$ cat config.mk
export PLATFORM = sky130hd
export DESIGN_NAME = obi_ram_bank_ctrl
export DESIGN_NICKNAME = d
export VERILOG_FILES = /design/src/rtl/obi_ram_bank_ctrl.sv
export SDC_FILE = /design/constraint.sdc
export NUM_CORES = 1
export LEC_CHECK = 0
export CAP_MARGIN = 20
export CORE_MARGIN = 2
export CORE_UTILIZATION = 34
export DETAILED_ROUTE_END_ITERATION = 6
export MAX_ROUTING_LAYER = met4
export PLACE_DENSITY = 0.88
export SLEW_MARGIN = 20
export SYNTH_ARGS = -nofsm -noshare
export SYNTH_HDL_FRONTEND = slang
export SYNTH_SLANG_ARGS = --single-unit
$ cat constraint.sdc
create_clock -name clk_i -period 6.2 [get_ports clk_i]
set_clock_uncertainty 0.15 [all_clocks]
set_input_delay 0.93 -clock clk_i [delete_from_list [all_inputs] [get_ports clk_i]]
set_output_delay 0.93 -clock clk_i [all_outputs]
set_load 0.1 [all_outputs]
$ cat src/rtl/obi_ram_bank_ctrl.sv
`default_nettype none
//==============================================================================
// Module      : obi_ram_bank_ctrl
// Description : OBI slave front-end for one single-ported SRAM bank. Grants
//               reads and writes in the request cycle, returns rvalid one
//               cycle later and keeps saturating read/write counters.
//               Define OBI_RAM_RMW_EN to turn partial writes into a
//               read-modify-write for macros without byte enables.
// Revision    : 1.0 - initial release
//==============================================================================

package obi_ram_pkg;

  typedef struct packed {
    logic        req;
    logic        we;
    logic [3:0]  be;
    logic [31:0] addr;
    logic [31:0] wdata;
  } obi_req_t;

  typedef struct packed {
    logic        gnt;
    logic        rvalid;
    logic [31:0] rdata;
  } obi_resp_t;

endpackage

module obi_ram_bank_ctrl
  import obi_ram_pkg::*;
#(
  parameter int unsigned NUM_WORDS = 8192,
  parameter int unsigned CNT_WIDTH = 16,
  localparam int unsigned AW = $clog2(NUM_WORDS)
) (
  input  logic                 clk_i,
  input  logic                 rst_ni,
  input  obi_req_t             req_i,
  output obi_resp_t            resp_o,
  output logic                 mem_req_o,
  output logic                 mem_we_o,
  output logic [AW-1:0]        mem_addr_o,
  output logic [31:0]          mem_wdata_o,
  output logic [3:0]           mem_be_o,
  input  logic [31:0]          mem_rdata_i,
  input  logic                 clr_cnt_i,
  output logic [CNT_WIDTH-1:0] rd_cnt_o,
  output logic [CNT_WIDTH-1:0] wr_cnt_o
);

  localparam logic [3:0]           c_be_full = 4'hF;
  localparam logic [CNT_WIDTH-1:0] c_cnt_one = {{(CNT_WIDTH-1){1'b0}}, 1'b1};

  logic [AW-1:0]        w_req_word;
  logic                 w_is_empty_wr;
  logic                 w_gnt;
  logic                 w_mem_req;
  logic                 w_mem_we;
  logic [AW-1:0]        w_mem_addr;
  logic [31:0]          w_mem_wdata;
  logic [3:0]           w_mem_be;
  logic                 w_rsp_set;
  logic                 w_rsp_is_wr;
  logic                 r_rvalid;
  logic                 r_rvalid_is_wr;
  logic [CNT_WIDTH-1:0] r_rd_cnt;
  logic [CNT_WIDTH-1:0] r_wr_cnt;
  logic                 w_unused;

  assign w_req_word    = req_i.addr[AW+1:2];
  assign w_is_empty_wr = req_i.we && (req_i.be == 4'h0);
  // Byte offset and bits above the bank are decoded by the crossbar.
  assign w_unused      = ^{req_i.addr[31:AW+2], req_i.addr[1:0]};

`ifdef OBI_RAM_RMW_EN

  typedef enum logic [0:0] {
    IDLE      = 1'b0,
    RMW_MERGE = 1'b1
  } state_e;

  state_e        r_state;
  state_e        w_state_next;
  logic          w_is_partial_wr;
  logic          w_rmw_latch;
  logic [AW-1:0] r_rmw_addr;
  logic [31:0]   r_rmw_wdata;
  logic [3:0]    r_rmw_be;
  logic [31:0]   w_merged;

  assign w_is_partial_wr = req_i.we && (req_i.be != 4'h0) && (req_i.be != c_be_full);

  // New bytes where enabled, the freshly read SRAM word elsewhere.
  for (genvar gi = 0; gi < 4; gi++) begin : g_merge_byte
    assign w_merged[8*gi +: 8] = r_rmw_be[gi] ? r_rmw_wdata[8*gi +: 8]
                                              : mem_rdata_i[8*gi +: 8];
  end

  // State register and capture of the partial write being merged
  always_ff @(posedge clk_i or negedge rst_ni) begin
    if (!rst_ni) begin
      r_state     <= IDLE;
      r_rmw_addr  <= '0;
      r_rmw_wdata <= '0;
      r_rmw_be    <= '0;
    end else begin
      r_state <= w_state_next;
      if (w_rmw_latch) begin
        r_rmw_addr  <= w_req_word;
        r_rmw_wdata <= req_i.wdata;
        r_rmw_be    <= req_i.be;
      end
    end
  end

  // Grant, SRAM strobe and next-state decode; everything is quiet in reset
  always_comb begin
    w_gnt        = 1'b0;
    w_mem_req    = 1'b0;
    w_mem_we     = 1'b0;
    w_mem_addr   = '0;
    w_mem_wdata  = '0;
    w_mem_be     = '0;
    w_rsp_set    = 1'b0;
    w_rsp_is_wr  = 1'b0;
    w_rmw_latch  = 1'b0;
    w_state_next = r_state;
    if (rst_ni) begin
      case (r_state)
        IDLE: begin
          if (req_i.req) begin
            w_gnt = 1'b1;
            if (w_is_partial_wr) begin
              // Fetch the old word; the response comes after the merge.
              w_mem_req    = 1'b1;
              w_mem_addr   = w_req_word;
              w_rmw_latch  = 1'b1;
              w_state_next = RMW_MERGE;
            end else begin
              w_rsp_set   = 1'b1;
              w_rsp_is_wr = req_i.we;
              if (!req_i.we) begin
                w_mem_req  = 1'b1;
                w_mem_addr = w_req_word;
              end else if (!w_is_empty_wr) begin
                w_mem_req   = 1'b1;
                w_mem_we    = 1'b1;
                w_mem_addr  = w_req_word;
                w_mem_wdata = req_i.wdata;
                w_mem_be    = c_be_full;
              end
            end
          end
        end
        RMW_MERGE: begin
          w_mem_req    = 1'b1;
          w_mem_we     = 1'b1;
          w_mem_addr   = r_rmw_addr;
          w_mem_wdata  = w_merged;
          w_mem_be     = c_be_full;
          w_rsp_set    = 1'b1;
          w_rsp_is_wr  = 1'b1;
          w_state_next = IDLE;
        end
        default: w_state_next = IDLE;
      endcase
    end
  end

`else

  // Grant and SRAM strobe decode; partial writes go straight to the macro
  always_comb begin
    w_gnt       = 1'b0;
    w_mem_req   = 1'b0;
    w_mem_we    = 1'b0;
    w_mem_addr  = '0;
    w_mem_wdata = '0;
    w_mem_be    = '0;
    w_rsp_set   = 1'b0;
    w_rsp_is_wr = 1'b0;
    if (rst_ni && req_i.req) begin
      w_gnt       = 1'b1;
      w_rsp_set   = 1'b1;
      w_rsp_is_wr = req_i.we;
      if (!req_i.we) begin
        w_mem_req  = 1'b1;
        w_mem_addr = w_req_word;
      end else if (!w_is_empty_wr) begin
        w_mem_req   = 1'b1;
        w_mem_we    = 1'b1;
        w_mem_addr  = w_req_word;
        w_mem_wdata = req_i.wdata;
        w_mem_be    = req_i.be;
      end
    end
  end

`endif

  // Response valid one cycle after the transaction's last SRAM cycle
  always_ff @(posedge clk_i or negedge rst_ni) begin
    if (!rst_ni) begin
      r_rvalid       <= 1'b0;
      r_rvalid_is_wr <= 1'b0;
    end else begin
      r_rvalid       <= w_rsp_set;
      r_rvalid_is_wr <= w_rsp_is_wr;
    end
  end

  // Saturating completion counters; clear wins over a same-cycle increment
  always_ff @(posedge clk_i or negedge rst_ni) begin
    if (!rst_ni) begin
      r_rd_cnt <= '0;
      r_wr_cnt <= '0;
    end else if (clr_cnt_i) begin
      r_rd_cnt <= '0;
      r_wr_cnt <= '0;
    end else if (r_rvalid) begin
      if (!r_rvalid_is_wr && (r_rd_cnt != '1)) r_rd_cnt <= r_rd_cnt + c_cnt_one;
      if (r_rvalid_is_wr && (r_wr_cnt != '1))  r_wr_cnt <= r_wr_cnt + c_cnt_one;
    end
  end

  assign resp_o.gnt    = w_gnt;
  assign resp_o.rvalid = r_rvalid;
  assign resp_o.rdata  = (r_rvalid && !r_rvalid_is_wr) ? mem_rdata_i : 32'h0;

  assign mem_req_o   = w_mem_req;
  assign mem_we_o    = w_mem_we;
  assign mem_addr_o  = w_mem_addr;
  assign mem_wdata_o = w_mem_wdata;
  assign mem_be_o    = w_mem_be;
  assign rd_cnt_o    = r_rd_cnt;
  assign wr_cnt_o    = r_wr_cnt;

endmodule

`default_nettype wire

Word level (Yosys, flattened, before mapping)
Cells that the tools add are included.
{"block": "totals", "reg_bits": 34, "inputBits": 105, "output_inout_bits": 117, "wordCells": 43}
{"block": "op_classes", "addsub": 2, "eq_ne": 2, "muxes": 23, "reduce_logical": 12}
{"operator": "32-bit 2-to-1 mux", "count": 4}
{"operator": "16-bit 2-to-1 mux", "count": 6}
{"operator": "13-bit 2-to-1 mux", "count": 3}
{"operator": "16-bit by 1-bit adder with 16-bit output (second input constant)", "count": 2}
{"operator": "16-bit inequality test (second input constant)", "count": 2}
{"operator": "4-bit 2-to-1 mux", "count": 3}
{"operator": "1-bit 2-to-1 mux", "count": 7}
{"operator": "2-bit nonzero test", "count": 3}
{"operator": "1-bit logical AND", "count": 5}
{"operator": "4-bit zero test", "count": 1}
{"operator": "2-bit AND reduction", "count": 2}
{"operator": "1-bit zero test", "count": 1}

Longest topological paths before layout
{"block": "logic_depth", "word_depth": 5, "mapped_depth": 7, "mapped_depth_nobuf": 5}

Worst setup path after synthesis
OpenSTA, ideal clock, no wires.
{"block": "synth_path", "path_type": "input -> output", "start": "in req_i[68] (netlist bit)", "end": "out mem_wdata_o[22]", "t_arrival_ps": 3335, "required_ps": 5120, "path_slack_ps": 1785, "stages": 5, "n_path_buf": 2, "cell_sequence": "and3_1 -> clkbuf_1 -> nor2b_1 -> clkbuf_1 -> and2_1"}
{"block": "synth_via", "elab_chain_cells": 4}
{"item": "start, declared", "line_no": "39", "source": "input obi_req_t req_i,"}
{"item": "1-bit logical AND", "line_no": "72", "source": "assign w_is_empty_wr = req_i.we && (req_i.be == 4'h0);"}
{"item": "32-bit 2-to-1 mux", "line_no": "190", "source": "end else if (!w_is_empty_wr) begin"}
{"item": "32-bit 2-to-1 mux *", "line_no": "187", "source": "if (!req_i.we) begin"}
{"item": "32-bit 2-to-1 mux *", "line_no": "183", "source": "if (rst_ni && req_i.req) begin"}
{"item": "end, declared", "line_no": "44", "source": "output logic [31:0] mem_wdata_o,"}
Mark *: on every way between the ends. The rest lies on a longest branch, timed or not.

Final worst setup path
{"block": "layout_path", "start": "in rst_ni", "end": "out mem_addr_o[4]"}
{"block": "layout_via", "elab_chain_cells": 2}
{"item": "start, declared", "line_no": "38", "source": "input logic rst_ni,"}
{"item": "1-bit logical AND", "line_no": "183"}
{"item": "13-bit 2-to-1 mux", "line_no": "183"}
{"item": "end, declared", "line_no": "43", "source": "output logic [AW-1:0] mem_addr_o,"}
No other way between the ends.

==> summary.md <==
| Metric | Value |
|---|---|
| Status | `finished clean` |
| Layout Nets | `593` |
| Total CTS buffers | `5` |
| Fmax achieved | `between 200 and 250 MHz` |
| Non-filler cells, final | `around 580` |
| Post-CTS Resized | `0` |
| Worst R2R Start | `wr_cnt_o[0]` |
| DP Wirelength | `~7600 um` |
| Starting Density | `35.61%` |
| Area of the mapped netlist | `roughly 2400 sq um` |
| Largest family of logic cells by synthesized area | `simple AND/OR/NAND/NOR gates` |
| Mapped Avg Cell Area | `between 8 and 9 sq um` |
| Core area | `between 6000 and 7000 sq um` |
| Power density over the cells | `around 140 nW/um^2` |
| Hold_buf cts | `0` |
| Min-delay src | `rd_cnt_o[10]` |
| Crit start category | `input pin` |
| Final Hold Fails | `0` |
| CP Max Fanout | `36` |
| DIE HEIGHT | `roughly 89 um` |
| Largest net degree at the start of global routing | `39` |
| XOR/XNOR Fraction of Synth Area | `less than 1%` |
| Detailed-route DRC error count | `0` |
| Critical path's largest stage delay | `670 ps` |
| Flops & latches, synth | `34` |
| Seq/Total Area, Yosys | `between 30% and 40%` |
| Initial antenna violation count | `0` |
| Vias in the first global route | `between 2000 and 3000` |
| Post-CTS Setup Inserts | `0` |
| Congestion Overflow GR | `0` |
| CTS tree | `done` |
| Crit Path Class | `in2out` |
| Number of antenna diodes | `0` |
| DP Area | `~4800 sq um` |
| Path depth of the worst reg2reg path | `5` |
| Clk sinks | `34` |
| Layout cell share with drive strength beyond 1 | `between 10 and 15%` |
| Worst-path clk slew | `70 ps` |
| # Max-Cap Violations | `0` |
| Cell Rows | `30` |
| Compound-Gate Fraction of Synth Area | `between 10 and 15%` |
| Detailed Route WL | `about 9500 um` |
| Crit end category | `output port` |
| Maximum buffer depth of the clock tree | `2` |
| Unrepaired setup endpoints after global routing | `no` |
| GRT Overall Usage | `a little under a quarter` |
| Slowest stage cell, crit path | `a21boi_1` |
| Die Area | `between 7000 and 8000 sq um` |
| Syn-to-layout area delta | `100.1%` |
| Slew @ Worst Pin | `between 1000 and 1500 ps` |
| Final Power | `0.6689 mW` |
| Post-synthesis mux area share | `2.711%` |
| Post-Place Setup Slack | `approximately 1600 ps` |
| Root Driver | `clkbuf_8` |
| Worst min path class | `reg2reg` |
| I/O pins | `222` |
| Cell variety after synth | `43` |
| Req. time, crit path | `roughly 5100 ps` |
| Fin crit share | `69.66%` |
| Synth warn | `0` |
| Fin. max-slew vios | `0` |
| Setup TNS | `0 ps` |
| Critical path arrival | `3240 ps` |
| Port Buf Inserts | `a little over 200` |
| Drt wl/cell | `16.40 um` |
| Period minus WS final | `4319 ps` |
| H-tree Lvls | `2` |
| Worst skew pair latency | `280 ps` |
| Crit-path cells | `clkdlybuf4s50_1 -> buf_4 -> and2_1 -> a21boi_1 -> and2_1 -> buf_4` |
| Slew HR | `between 30% and 40%` |
| DR iter-0 viols | `173` |
| Leak Pwr | `around 1.9 nW` |
| First-pass GRT wire length | `between 10000 and 15000 um` |
| Hold path cells | `1` |
| Placed Cells | `575` |
| Final instance area | `4893 sq um` |
| Die X | `between 80 and 90 um` |
| Vias per cell | `~5` |
| Post-Synth Simple-Gate Area | `between 40% and 50%` |
| Final WS setup | `1881 ps` |
| Adder-Cell Fraction of Synth Area | `1.023%` |
| Pre-Repair DR Iteration Count | `4` |
| Antenna-violating nets left | `0` |
| Hold EP | `rd_cnt_o[10]` |
| Vias | `a little under 3000` |
| VDD IR max | `between 0.08 and 0.09 mV` |
| Flop2flop setup slack | `a little under 4000 ps` |
| Syn nets | `399` |
| Reg2reg end | `wr_cnt_o[15]` |
| Final setup viols | `0` |
| RePlAce Congestion | `~0.86` |
| Synth Instances | `292` |
## worst max-delay path, delay by kind of cell
kind,cells,cell delay (ps)
buffers and inverters,3,1150
and+or+nand+nor,2,470
AOI/OAI and AO/OA,1,670
## cell usage after synthesis, drive strengths merged
| master | instances | share of area (%) |
|---|---|---|
| or4 | 6 | 1.8 |
| and4 | 4 | 1.5 |
| nand3 | 8 | 1.8 |
| a21boi | 1 | 0.31 |
| a31oi | 1 | 0.26 |
| mux2 | 5 | 2.3 |
| o21ai | 10 | 2.0 |
| a211oi | 2 | 0.61 |
| dfrtp | 34 | 35 |
| or3 | 12 | 3.2 |
| o31ai | 7 | 2.1 |
| inv | 4 | 0.61 |
| and2 | 84 | 21 |
| dlymetal6s2s | 1 | 0.51 |
| nor4bb | 1 | 0.41 |
| nand2 | 13 | 2.0 |
| clkbuf | 12 | 1.9 |
| and3 | 4 | 1.0 |
| mux2i | 1 | 0.41 |
| or4b | 1 | 0.41 |
| a21oi | 21 | 4.3 |
| nand4b | 1 | 0.36 |
| ha | 2 | 1.0 |
| nand3b | 1 | 0.31 |
| nor4 | 4 | 1.0 |
| buf | 6 | 1.8 |
| nor2 | 10 | 1.5 |
| nand4 | 9 | 2.3 |
| o311ai | 2 | 0.72 |
| o2111ai | 1 | 0.36 |
| nor3 | 6 | 1.2 |
| nor4b | 2 | 0.72 |
| xor2 | 1 | 0.36 |
| o41ai | 4 | 1.4 |
| nor3b | 2 | 0.61 |
| nor2b | 8 | 2.0 |
| or2b | 1 | 0.31 |
## how the worst max path moves through the flow
stage               startpoint         endpoint  slack (ps)  cells after the start
finish                  rst_ni    mem_addr_o[4]        1880                      6
global route            rst_ni    mem_addr_o[4]        1660                      6
floorplan            req_i[68]  mem_wdata_o[22]        1780                      5
CTS                     rst_ni    mem_addr_o[4]        1530                      6
detailed placement      rst_ni    mem_addr_o[4]        1560                      6
global placement        rst_ni    mem_addr_o[2]        1720                      6
## registers in the layout, indices dropped and copies added (netlist names)
name	count
wr_cnt_o	16
rd_cnt_o	16
r_rvalid	1
r_rvalid_is_wr	1
## placed cells by master, fill, tap and decap left out, types with 5 or more instances in the layout
master and n:
clkdlybuf4s50_1 151, and2_1 84, dfrtp_1 34, buf_12 33
buf_4 22, a21oi_1 21, nand2_1 13, o21ai_0 10
or3_1 10, nor2_1 10, nand4_1 9, nor2b_1 8
nand3_1 7, o31ai_1 7, or4_1 6, nor3_1 6
mux2_2 5, clkbuf_8 5
## metrics by stage
| step | util, % | hold slack (ps) |
|---|---|---|
| 6_report | 71.24 | 406.2 |
| 5_1_grt | 71.24 | 441.0 |
| 4_1_cts | 71.24 | 400.6 |
| 3_5_place_dp | 70.09 | 390.1 |
| 3_3_place_gp | 69.96 | 377.2 |
| 2_1_floorplan | - | 484.4 |
## report_power, final
part / switching [mW] / internal, mW
sequential: 0.00190 / 0.223
clock: 0.0793 / 0.0753
combinational: 0.188 / 0.102
total: 0.269 / 0.400
## logic make-up after synthesis
kind of cell               count (synthesis)
AOI/OAI and AO/OA                         49
xor gates and xnor gates                   1
adders and majority gates                  2
buffers and inverters                     23
DFF                                       34
muxes                                      6
and+or+nand+nor                          177
## final cells by class
type,instances,area [sq um]
repair buffers,206,2337
fillers,514,1976
multi-input cells,235,1491
flip-flops and latches,34,850.8
well taps,96,120.1
clock buffers,5,68.82
inverters,4,15.01
clock inverters,2,10.01
## layer usage
metal	vias to the layer above	routed length [um]	global-route usage, %
li1	1426	-	-
met1	1366	3775	29.41
met2	113	5148	39.96
met3	9	533	4.384
met4	0	85	5.785
met5	-	0	-
Power figures use the tool's default switching activity.
